===== src/rtl/led_counter_ctrl.sv =====
// LED up/down counter with a two-button user interface.
// A prescaler produces a step instant every DIV clocks. BTN_MODE cycles
// UP -> DOWN -> HOLD. Holding BTN_CLEAR keeps the counter at zero.
// Both buttons are synchronised and debounced before use.
module led_counter_ctrl #(
  parameter int WIDTH           = 4,
  parameter int CLK_HZ          = 8000000,
  parameter int TICK_HZ         = 1,
  parameter int DEBOUNCE_CYCLES = 80000
) (
  input  logic             CLK,
  input  logic             RST,
  input  logic             BTN_MODE,
  input  logic             BTN_CLEAR,
  output logic [WIDTH-1:0] LED,
  output logic [1:0]       MODE,
  output logic             TICK
);

  // state     | meaning
  // MODE_UP   | counter increments on each tick
  // MODE_DOWN | counter decrements on each tick
  // MODE_HOLD | counter frozen
  // MODE_BAD  | unreachable encoding, recovers to MODE_UP
  typedef enum logic [1:0] {
    MODE_UP   = 2'd0,
    MODE_DOWN = 2'd1,
    MODE_HOLD = 2'd2,
    MODE_BAD  = 2'd3
  } mode_t;

  localparam int DIV = CLK_HZ / TICK_HZ;
  localparam int PW  = (DIV > 2) ? $clog2(DIV) : 1;
  localparam int DW  = (DEBOUNCE_CYCLES > 1) ? $clog2(DEBOUNCE_CYCLES + 1) : 1;
  localparam logic [PW-1:0] PRESC_LAST = PW'(DIV - 1);
  localparam logic [DW-1:0] DB_LAST    = DW'(DEBOUNCE_CYCLES - 1);

  // Button index 0 is BTN_MODE, index 1 is BTN_CLEAR.
  logic [1:0]    btn_raw;
  logic [1:0]    sync1_q, sync2_q, db_q, db_flip;
  logic [DW-1:0] db_cnt_q [2];
  logic [PW-1:0] presc_q;
  logic          tick;
  logic          mode_adv;
  logic [WIDTH-1:0] cnt_q;
  mode_t         mode_q, mode_d;

  assign btn_raw = {BTN_CLEAR, BTN_MODE};
  assign tick    = (presc_q == PRESC_LAST);

  // Free-running prescaler, 0..DIV-1.
  always_ff @(posedge CLK) begin
    if (RST)
      presc_q <= '0;
    else if (tick)
      presc_q <= '0;
    else
      presc_q <= presc_q + PW'(1);
  end

  // A debounced state flips on the edge where the disagreement count completes.
  always_comb begin
    db_flip = '0;
    for (int i = 0; i < 2; i++)
      db_flip[i] = (sync2_q[i] != db_q[i]) && (db_cnt_q[i] == DB_LAST);
  end

  // Advance on the flip itself so the mode changes with the debounced level.
  assign mode_adv = db_flip[0] && sync2_q[0];

  // Two-flop synchronisers and debounce counters for both buttons.
  always_ff @(posedge CLK) begin
    if (RST) begin
      sync1_q <= '0;
      sync2_q <= '0;
      db_q    <= '0;
      for (int i = 0; i < 2; i++)
        db_cnt_q[i] <= '0;
    end else begin
      sync1_q <= btn_raw;
      sync2_q <= sync1_q;
      for (int i = 0; i < 2; i++) begin
        if (sync2_q[i] == db_q[i]) begin
          db_cnt_q[i] <= '0;
        end else if (db_flip[i]) begin
          db_q[i]     <= sync2_q[i];
          db_cnt_q[i] <= '0;
        end else begin
          db_cnt_q[i] <= db_cnt_q[i] + DW'(1);
        end
      end
    end
  end

  // Mode state register.
  always_ff @(posedge CLK) begin
    if (RST)
      mode_q <= MODE_UP;
    else
      mode_q <= mode_d;
  end

  // Mode next-state: one step per debounced press.
  always_comb begin
    mode_d = mode_q;
    case (mode_q)
      MODE_UP:   if (mode_adv) mode_d = MODE_DOWN;
      MODE_DOWN: if (mode_adv) mode_d = MODE_HOLD;
      MODE_HOLD: if (mode_adv) mode_d = MODE_UP;
      default:   mode_d = MODE_UP;
    endcase
  end

  // Counter: clear wins over tick; a tick uses the mode held this cycle.
  always_ff @(posedge CLK) begin
    if (RST) begin
      cnt_q <= '0;
    end else if (db_q[1]) begin
      cnt_q <= '0;
    end else if (tick) begin
      case (mode_q)
        MODE_UP:   cnt_q <= cnt_q + WIDTH'(1);
        MODE_DOWN: cnt_q <= cnt_q - WIDTH'(1);
        default:   cnt_q <= cnt_q;
      endcase
    end
  end

  assign LED  = cnt_q;
  assign MODE = mode_q;
  assign TICK = tick;

endmodule


===== config.mk =====
export PLATFORM = sky130hd
export DESIGN_NAME = led_counter_ctrl
export DESIGN_NICKNAME = d
export VERILOG_FILES = /design/src/rtl/led_counter_ctrl.sv
export SDC_FILE = /design/constraint.sdc
export NUM_CORES = 1
export LEC_CHECK = 0
export CELL_PAD_IN_SITES_DETAIL_PLACEMENT = 0
export CELL_PAD_IN_SITES_GLOBAL_PLACEMENT = 1
export CORE_UTILIZATION = 54
export CTS_BUF_LIST = sky130_fd_sc_hd__clkbuf_4 sky130_fd_sc_hd__clkbuf_8
export DETAILED_ROUTE_END_ITERATION = 10
export GPL_TIMING_DRIVEN = 0
export PLACE_DENSITY = 0.94
export SLEW_MARGIN = 10
export SYNTH_ARGS = -nofsm -noshare
export SYNTH_HDL_FRONTEND = slang
export SYNTH_SLANG_ARGS = --single-unit

===== constraint.sdc =====
create_clock -name CLK -period 5.3 [get_ports CLK]
set_input_delay 0.53 -clock CLK [delete_from_list [all_inputs] [get_ports CLK]]
set_output_delay 0.53 -clock CLK [all_outputs]
set_load 0.01 [all_outputs]

==> key figures, run 1 <==
Status
  • Status: complete, no violations

Drt
  • DRT Pass-1 Iters: 4
  • Drt total wl: between 6 and 7 mm
  • DR vias: 2783
  • DRT iter0 DRCs: between 100 and 150
  • Vias per inst: roughly 5.6
  • DRT antenna net count: 0
  • Residual DRC: 0
  • WL/cell: 13.2 um

Cells and area
  • Final Instance Area: around 4100 um2
  • Fill cells: approximately 550
  • Area delta synth->final: 15.2%
  • Final design utilization: between 60% and 70%
  • Ant diodes: 0
  • Nets: around 430
  • Share of cells above drive strength 1: approximately 8.5%
  • Commonest non-fill, non-tap cell in the layout: nor2_1
  • Most frequent cells in the layout: nor2_1 (44), dfxtp_1 (35), edfxtp_1 (34), conb_1 (34), nand3_1 (26)
  • Fin cells: 501

Synth
  • Yosys top cell by area: edfxtp_1
  • Area share of fa/ha/maj cells after synthesis: between 2 and 2.5%
  • Mapped Cells: 365
  • Post-synthesis mux area share: less than 1%
  • Top cells by area, synth: edfxtp_1 (29%), dfxtp_1 (20%), xnor2_1 (5.0%)
  • Post-Synth XOR/XNOR Area: roughly 8.9%
  • Share of the yosys chip area belonging to registers: about half
  • Mapped cell area: ~3500 um2
  • #FFs+latches synth: 69
  • Synthesized area per cell: about 9.7 um2
  • Async S/R FF share, synth: 0%
  • Largest family of logic cells by synthesized area: simple AND/OR/NAND/NOR gates
  • Synth cell types: 46
  • Number of synthesized flops with an enable pin: 34
  • Post-Synth Simple-Gate Area: a little over a quarter
  • Synth top area share: between 20% and 30%
  • Top FF cell, synth: dfxtp_1
  • Compound-Gate Fraction of Synth Area: approximately 8.6%
  • Ys Warns: 0

Placed design
  • # port buffers: 10
  • Hpwl dp: about 4.7 mm
  • RD Place Congestion: about 0.76
  • Area after DPL: a little under 4000 um2
  • Placed Cells: between 400 and 500
  • Place WS: between 2000 and 3000 ps

GRT
  • Initial antenna violation count: 0
  • GRT Overall Usage: just over 20%
  • GRT overflow: 0
  • Vias in the first global route: between 2000 and 3000
  • First-pass GRT wire length: around 11 mm
  • Largest net degree at the start of global routing: 12

Setup path
  • Type of origin of the critical path: register
  • CP max FO: 7
  • Worst Path Required: 4770 ps
  • Flop2flop setup slack: 2890 ps
  • Reg2Reg Depth: 6
  • Crit path DAT: 2510 ps
  • Crit Path Class: register to output pin
  • Setup crit end kind: output pin

Flow run
  • Max-cap viol count: 0

STA
  • Final period utilization: a little under three fifths
  • Maximum clock rate: approximately 330 MHz
  • Final setup vio count: 0
  • Min setup slack post-route: 2260 ps
  • RSZ-0062 raised after global routing: no
  • Max transition margin: between 60% and 70%
  • Final hold violations: 0
  • Setup tns final: 0 ps
  • Skew final: just over 4 ps
  • Slew Limit Fails: 0
  • Least-Margin Pin Slew: 536 ps
  • Fin crit period: about 3000 ps

Die
  • Num ports: 11
  • Core area: ~6300 um2
  • FP Rows: 29
  • Die ar.: around 6900 um2
  • Die width: between 80 and 90 um
  • Starting Density: between 50% and 60%
  • Chip height: 82.9 um

Clocking
  • Post-CTS Setup Inserts: 0
  • CTS H-tree lvls: 3
  • CTS Buf Count: 9
  • TritonCTS clock tree: yes
  • Worst skew pair latency: between 300 and 400 ps
  • Clock Tree Buf Depth: 2
  • Resize count post-CTS: 0
  • Clk sinks: 69
  • Hold bufs inserted after CTS: 0
  • CTS root buf: clkbuf_8
  • Clock-pin slew on the worst setup and hold paths: 70 ps

Power
  • Pwr Density: approximately 270 nW/um2
  • Pleak: approximately 0.0014 uW
  • Peak VDD IR: 0.183 mV

Min path
  • Hold path depth: 1
  • Worst min-delay path class: register to register
[cells in the mapped netlist, types with 2 or more instances]
library cell	number
nand2_1	18
nor4_1	6
or2_2	2
inv_1	14
clkbuf_1	8
edfxtp_1	34
and4_1	3
nor3_1	9
dfxtp_1	35
nor3b_1	2
xnor2_1	20
buf_2	4
mux2_2	2
o21ai_0	13
ha_1	5
or4_1	9
and3_1	6
a21oi_1	22
a21oi_2	2
or4_4	4
o31ai_1	10
or3_1	12
nor2_1	44
xor2_1	16
nor4b_1	5
nor2b_1	4
nand4_1	12
nand3_1	26
[final timing paths]
| kind | from | endpoint |
|---|---|---|
| max reg2reg | db_cnt_q[0][0] | db_cnt_q[0][15] |
| min reg2reg | sync1_q[1] | sync2_q[1] |
| max | presc_q[0] | TICK |
| min | sync1_q[1] | sync2_q[1] |
[power by group]
| group | internal (uW) | switching [uW] |
|---|---|---|
| clock network | 280 | 200 |
| logic | 15.7 | 23.5 |
| registers | 573 | 14.6 |
| total | 869 | 238 |
[metal layers]
layer | global-route usage, % | up-vias | part of all wire [%]
met5 | 0 | - | 0
met4 | 10.3 | 0 | 1.9
met3 | 3.58 | 11 | 4.0
met2 | 31.9 | 52 | 45
met1 | 28.1 | 1310 | 49
li1 | - | 1410 | -
[final cells by class]
cell class,count,area (um2),share of cell area [%]
Buffer,13,61.3,1.50
Clock buffer,11,145,3.56
Clock inverter,5,73.8,1.81
Inverter,14,52.6,1.29
Multi-Input combinational cell,302,1830,44.8
Sequential cell,69,1720,42.2
Tap cell,77,96.3,2.36
Timing Repair Buffer,10,100,2.46
[worst max-delay path, cell delays in order, from the launching register on]
cell and delay (ps):
dfxtp_1 400, ha_1 170, clkbuf_1 270, nand4_1 330, nor4_1 400, clkdlybuf4s50_1 590
[sequential cells by signal, summed over array words and instances (netlist names)]
name and count:
LED 4, db_q 2, MODE 2, presc_q 23
sync1_q 2, db_cnt_q 34, sync2_q 2
[kinds of logic after synthesis]
family | count (synthesis)
AND/OR/NAND/NOR | 172
buffers and inverters | 27
other | 1
adder cells (fa/ha/maj) | 6
flip-flops | 69
XOR/XNOR | 36
multiplexers | 3
AO/OA/AOI/OAI | 51
[through the flow]
stage	power (uW)	hold slack, ps
floorplan	626	414
global placement	637	416
detailed placement	638	430
CTS	1120	446
global route	1140	465
finish	1110	446
(Power assumes the default switching activity.)
==> inputs of run 2 (changes only) <==
--- a/config.mk
+++ b/config.mk
@@ -7,11 +7,11 @@
 export LEC_CHECK = 0
 export CELL_PAD_IN_SITES_DETAIL_PLACEMENT = 0
 export CELL_PAD_IN_SITES_GLOBAL_PLACEMENT = 1
-export CORE_UTILIZATION = 54
+export CORE_UTILIZATION = 50
 export CTS_BUF_LIST = sky130_fd_sc_hd__clkbuf_4 sky130_fd_sc_hd__clkbuf_8
 export DETAILED_ROUTE_END_ITERATION = 10
 export GPL_TIMING_DRIVEN = 0
-export PLACE_DENSITY = 0.94
+export PLACE_DENSITY = 0.89
 export SLEW_MARGIN = 10
 export SYNTH_ARGS = -nofsm -noshare
 export SYNTH_HDL_FRONTEND = slang
==> constraint.sdc (replaced) <==
create_clock -name CLK -period 2.9 [get_ports CLK]
set_input_delay 0.29 -clock CLK [delete_from_list [all_inputs] [get_ports CLK]]
set_output_delay 0.29 -clock CLK [all_outputs]
set_load 0.01 [all_outputs]
==> run 2 against run 1 <==
Net effect: power grew 74%; combinational power increased by 85%; setup slack lost 2000 ps; utilization down 4.4 points; count of clock-buffer cells in the layout fell by 2; clock power increased by 63%; flip-flop and latch count stayed put; worst hold slack better by 8.5 ps; die area up 7.8%; critical endpoint unchanged; largest power group unchanged; sequential power rose by 82%; critical path type unchanged; non-clock buffer count increased by 1; largest cell class unchanged; final area grew 0.28%.
==> key figures, run 2 (synthesized netlist as in run 1, its figures left out) <==
Power
  • Pwr Density: 472 nW/um2 (+74%)
  • Sequential Power Share: 55.7% (+2.6 points)
  • Peak VDD IR: 0.288 mV (+57%)
  • Comb pwr share: 3.8% (+0.3 points)
  • Clock power share: 40.6% (-2.8 points)
  • Pleak: 0.00135 uW (-1.3%)
  • P_int: 1480 uW (+70%)
  • Net Sw Frac: 23.6% (+2.0 points)
  • P_sw: 455 uW (+91%)

Clocking
  • TritonCTS clock tree: yes
  • Resize count post-CTS: 0 (unchanged)
  • Clk sinks: 69 (unchanged)
  • Worst skew pair latency: 350 ps (about the same)
  • CTS root buf: clkbuf_8
  • Post-CTS Setup Inserts: 0 (unchanged)
  • Clock Tree Buf Depth: 2 (unchanged)
  • Clock-pin slew on the worst setup and hold paths: 80 ps (about the same)
  • Hold bufs inserted after CTS: 0 (unchanged)
  • CTS Buf Count: 9 (unchanged)
  • CTS H-tree lvls: 3 (unchanged)

Cells and area
  • Area delta synth->final: 15.6%
  • Ant diodes: 0 (unchanged)
  • Commonest non-fill, non-tap cell in the layout: nor2_1
  • Largest register by flop count: db_cnt_q
  • Multi-input combinational cell area: 1830 um2 (unchanged)
  • Nets: 430 (+0.23%)
  • Max reg flops: 34 (unchanged)
  • Final Instance Area: 4090 um2 (+0.28%)
  • FF+latch area: 1720 um2 (unchanged)
  • Share of cells above drive strength 1: 8.94% (+0.45 points)
  • Fill cells: 605 (+11%)
  • Most frequent cells in the layout: nor2_1 (44), dfxtp_1 (35), edfxtp_1 (34), conb_1 (34), nand3_1 (26)

STA
  • Min setup slack post-route: 248 ps (-2010 ps)
  • Final period utilization: 91.5%
  • Fin crit period: between 2000 and 3000 ps
  • Slew Limit Fails: 0 (unchanged)
  • RSZ-0062 raised after global routing: no
  • Maximum clock rate: about 380 MHz
  • Final hold violations: 0 (unchanged)
  • Min Hold Slack: 455 ps (+8.50 ps)
  • Final setup vio count: 0 (unchanged)
  • Skew final: 10.7 ps (+6.53 ps)
  • Setup tns final: 0 ps (unchanged)
  • Least-Margin Pin Slew: 507 ps (-28.9 ps)
  • Max transition margin: 65.8% (+1.9 points)

Setup path
  • Setup crit end kind: output pin
  • Worst Path Required: 2610 ps (-2160 ps)
  • Largest stage delay, worst path: 590 ps (about the same)
  • Worst path cell trace: ha_1 -> clkbuf_1 -> nand4_1 -> nor4_1 -> clkdlybuf4s50_1
  • Slowest CP cell: clkdlybuf4s50_1
  • Crit path DAT: 2360 ps (-150 ps)
  • CP max FO: 7 (unchanged)
  • Crit Path Class: register to output pin
  • Type of origin of the critical path: register

Die
  • Chip height: 86.1 um (+3.8%)
  • FP Rows: 30 (+3.4%)
  • Num ports: 11 (unchanged)
  • Die width: 86.1 um (+3.8%)
  • Starting Density: 51.8% (-3.9 points)
  • Core area: 6830 um2 (+7.6%)
  • Die ar.: 7410 um2 (+7.8%)

Drt
  • DRT Pass-1 Iters: 4 (unchanged)
  • Residual DRC: 0 (unchanged)
  • DRT iter0 DRCs: 97 (-18%)
  • Vias per inst: 5.24 (-5.7%)
  • DRT antenna net count: 0 (unchanged)
  • WL/cell: 12.8 um (-2.9%)
  • DR vias: 2729 (-1.9%)
  • Drt total wl: 6.67 mm (+0.97%)

Placed design
  • # port buffers: 10 (unchanged)
  • Hpwl dp: 4.87 mm (+4.3%)
  • Place WS: 451 ps (-2210 ps)
  • RD Place Congestion: 0.800 (+4.7%)
  • Area after DPL: 3880 um2 (+0.62%)

GRT
  • Initial antenna violation count: 0 (unchanged)
  • GRT overflow: 0 (unchanged)
  • First-pass GRT wire length: 11.5 mm (+0.54%)
  • GRT Overall Usage: 20.1% (-0.55 points)
  • Vias in the first global route: 2553 (+1.7%)
  • Largest net degree at the start of global routing: 14 (+2)

Min path
  • Worst min-delay path class: register to register

Flow run
  • Max-cap viol count: 0 (unchanged)

Status
  • Status: complete, no violations
-- run 2: worst paths after layout --
check                 start         endpoint  slack, ps  cells after the start
min reg2reg      sync1_q[0]       sync2_q[0]        450                      1
min              sync1_q[0]       sync2_q[0]        450                      1
max              presc_q[0]             TICK        250                      5
max reg2reg  db_cnt_q[0][0]  db_cnt_q[0][11]        470                      6
-- run 2: layout make-up --
class                           count  area share, %
Clock inverter                      7           1.84
Multi-Input combinational cell    302           44.7
Clock buffer                        9           3.03
Timing Repair Buffer               11           2.63
Sequential cell                    69           42.1
Inverter                           14           1.29
Buffer                             13           1.50
Tap cell                           96           2.94
-- run 2: through the flow --
step / std cells / total power, uW / utilization [%]
2_1_floorplan: 398 / 1140 / -
3_3_place_gp: 504 / 1170 / 56.8
3_5_place_dp: 504 / 1170 / 56.8
4_1_cts: 520 / 1950 / 59.7
5_1_grt: 521 / 2010 / 59.8
6_report: 521 / 1930 / 59.8
-- run 2: power by group through the flow --
stage	logic (uW)	clock network [uW]	registers [uW]
4_1_cts	72.0	808	1070
3_3_place_gp	70.4	0	1090
3_5_place_dp	71.3	0	1100
5_1_grt	84.0	845	1080
2_1_floorplan	55.2	0	1090
6_report	72.5	783	1070
-- run 2: metal layers --
metal | routed length, um | vias to the layer above | track usage [%]
met5 | 0 | - | 0
met4 | 138 | 0 | 8.79
met3 | 192 | 11 | 5.20
met2 | 3190 | 36 | 32.3
met1 | 3150 | 1266 | 25.7
li1 | - | 1416 | -
-- run 2: worst max-delay path, delay by kind of cell, from the launching register on --
family | cells | cell delay, ps
DFF | 1 | 400
and+or+nand+nor | 2 | 600
buffers and inverters | 2 | 850
adders and majority gates | 1 | 160
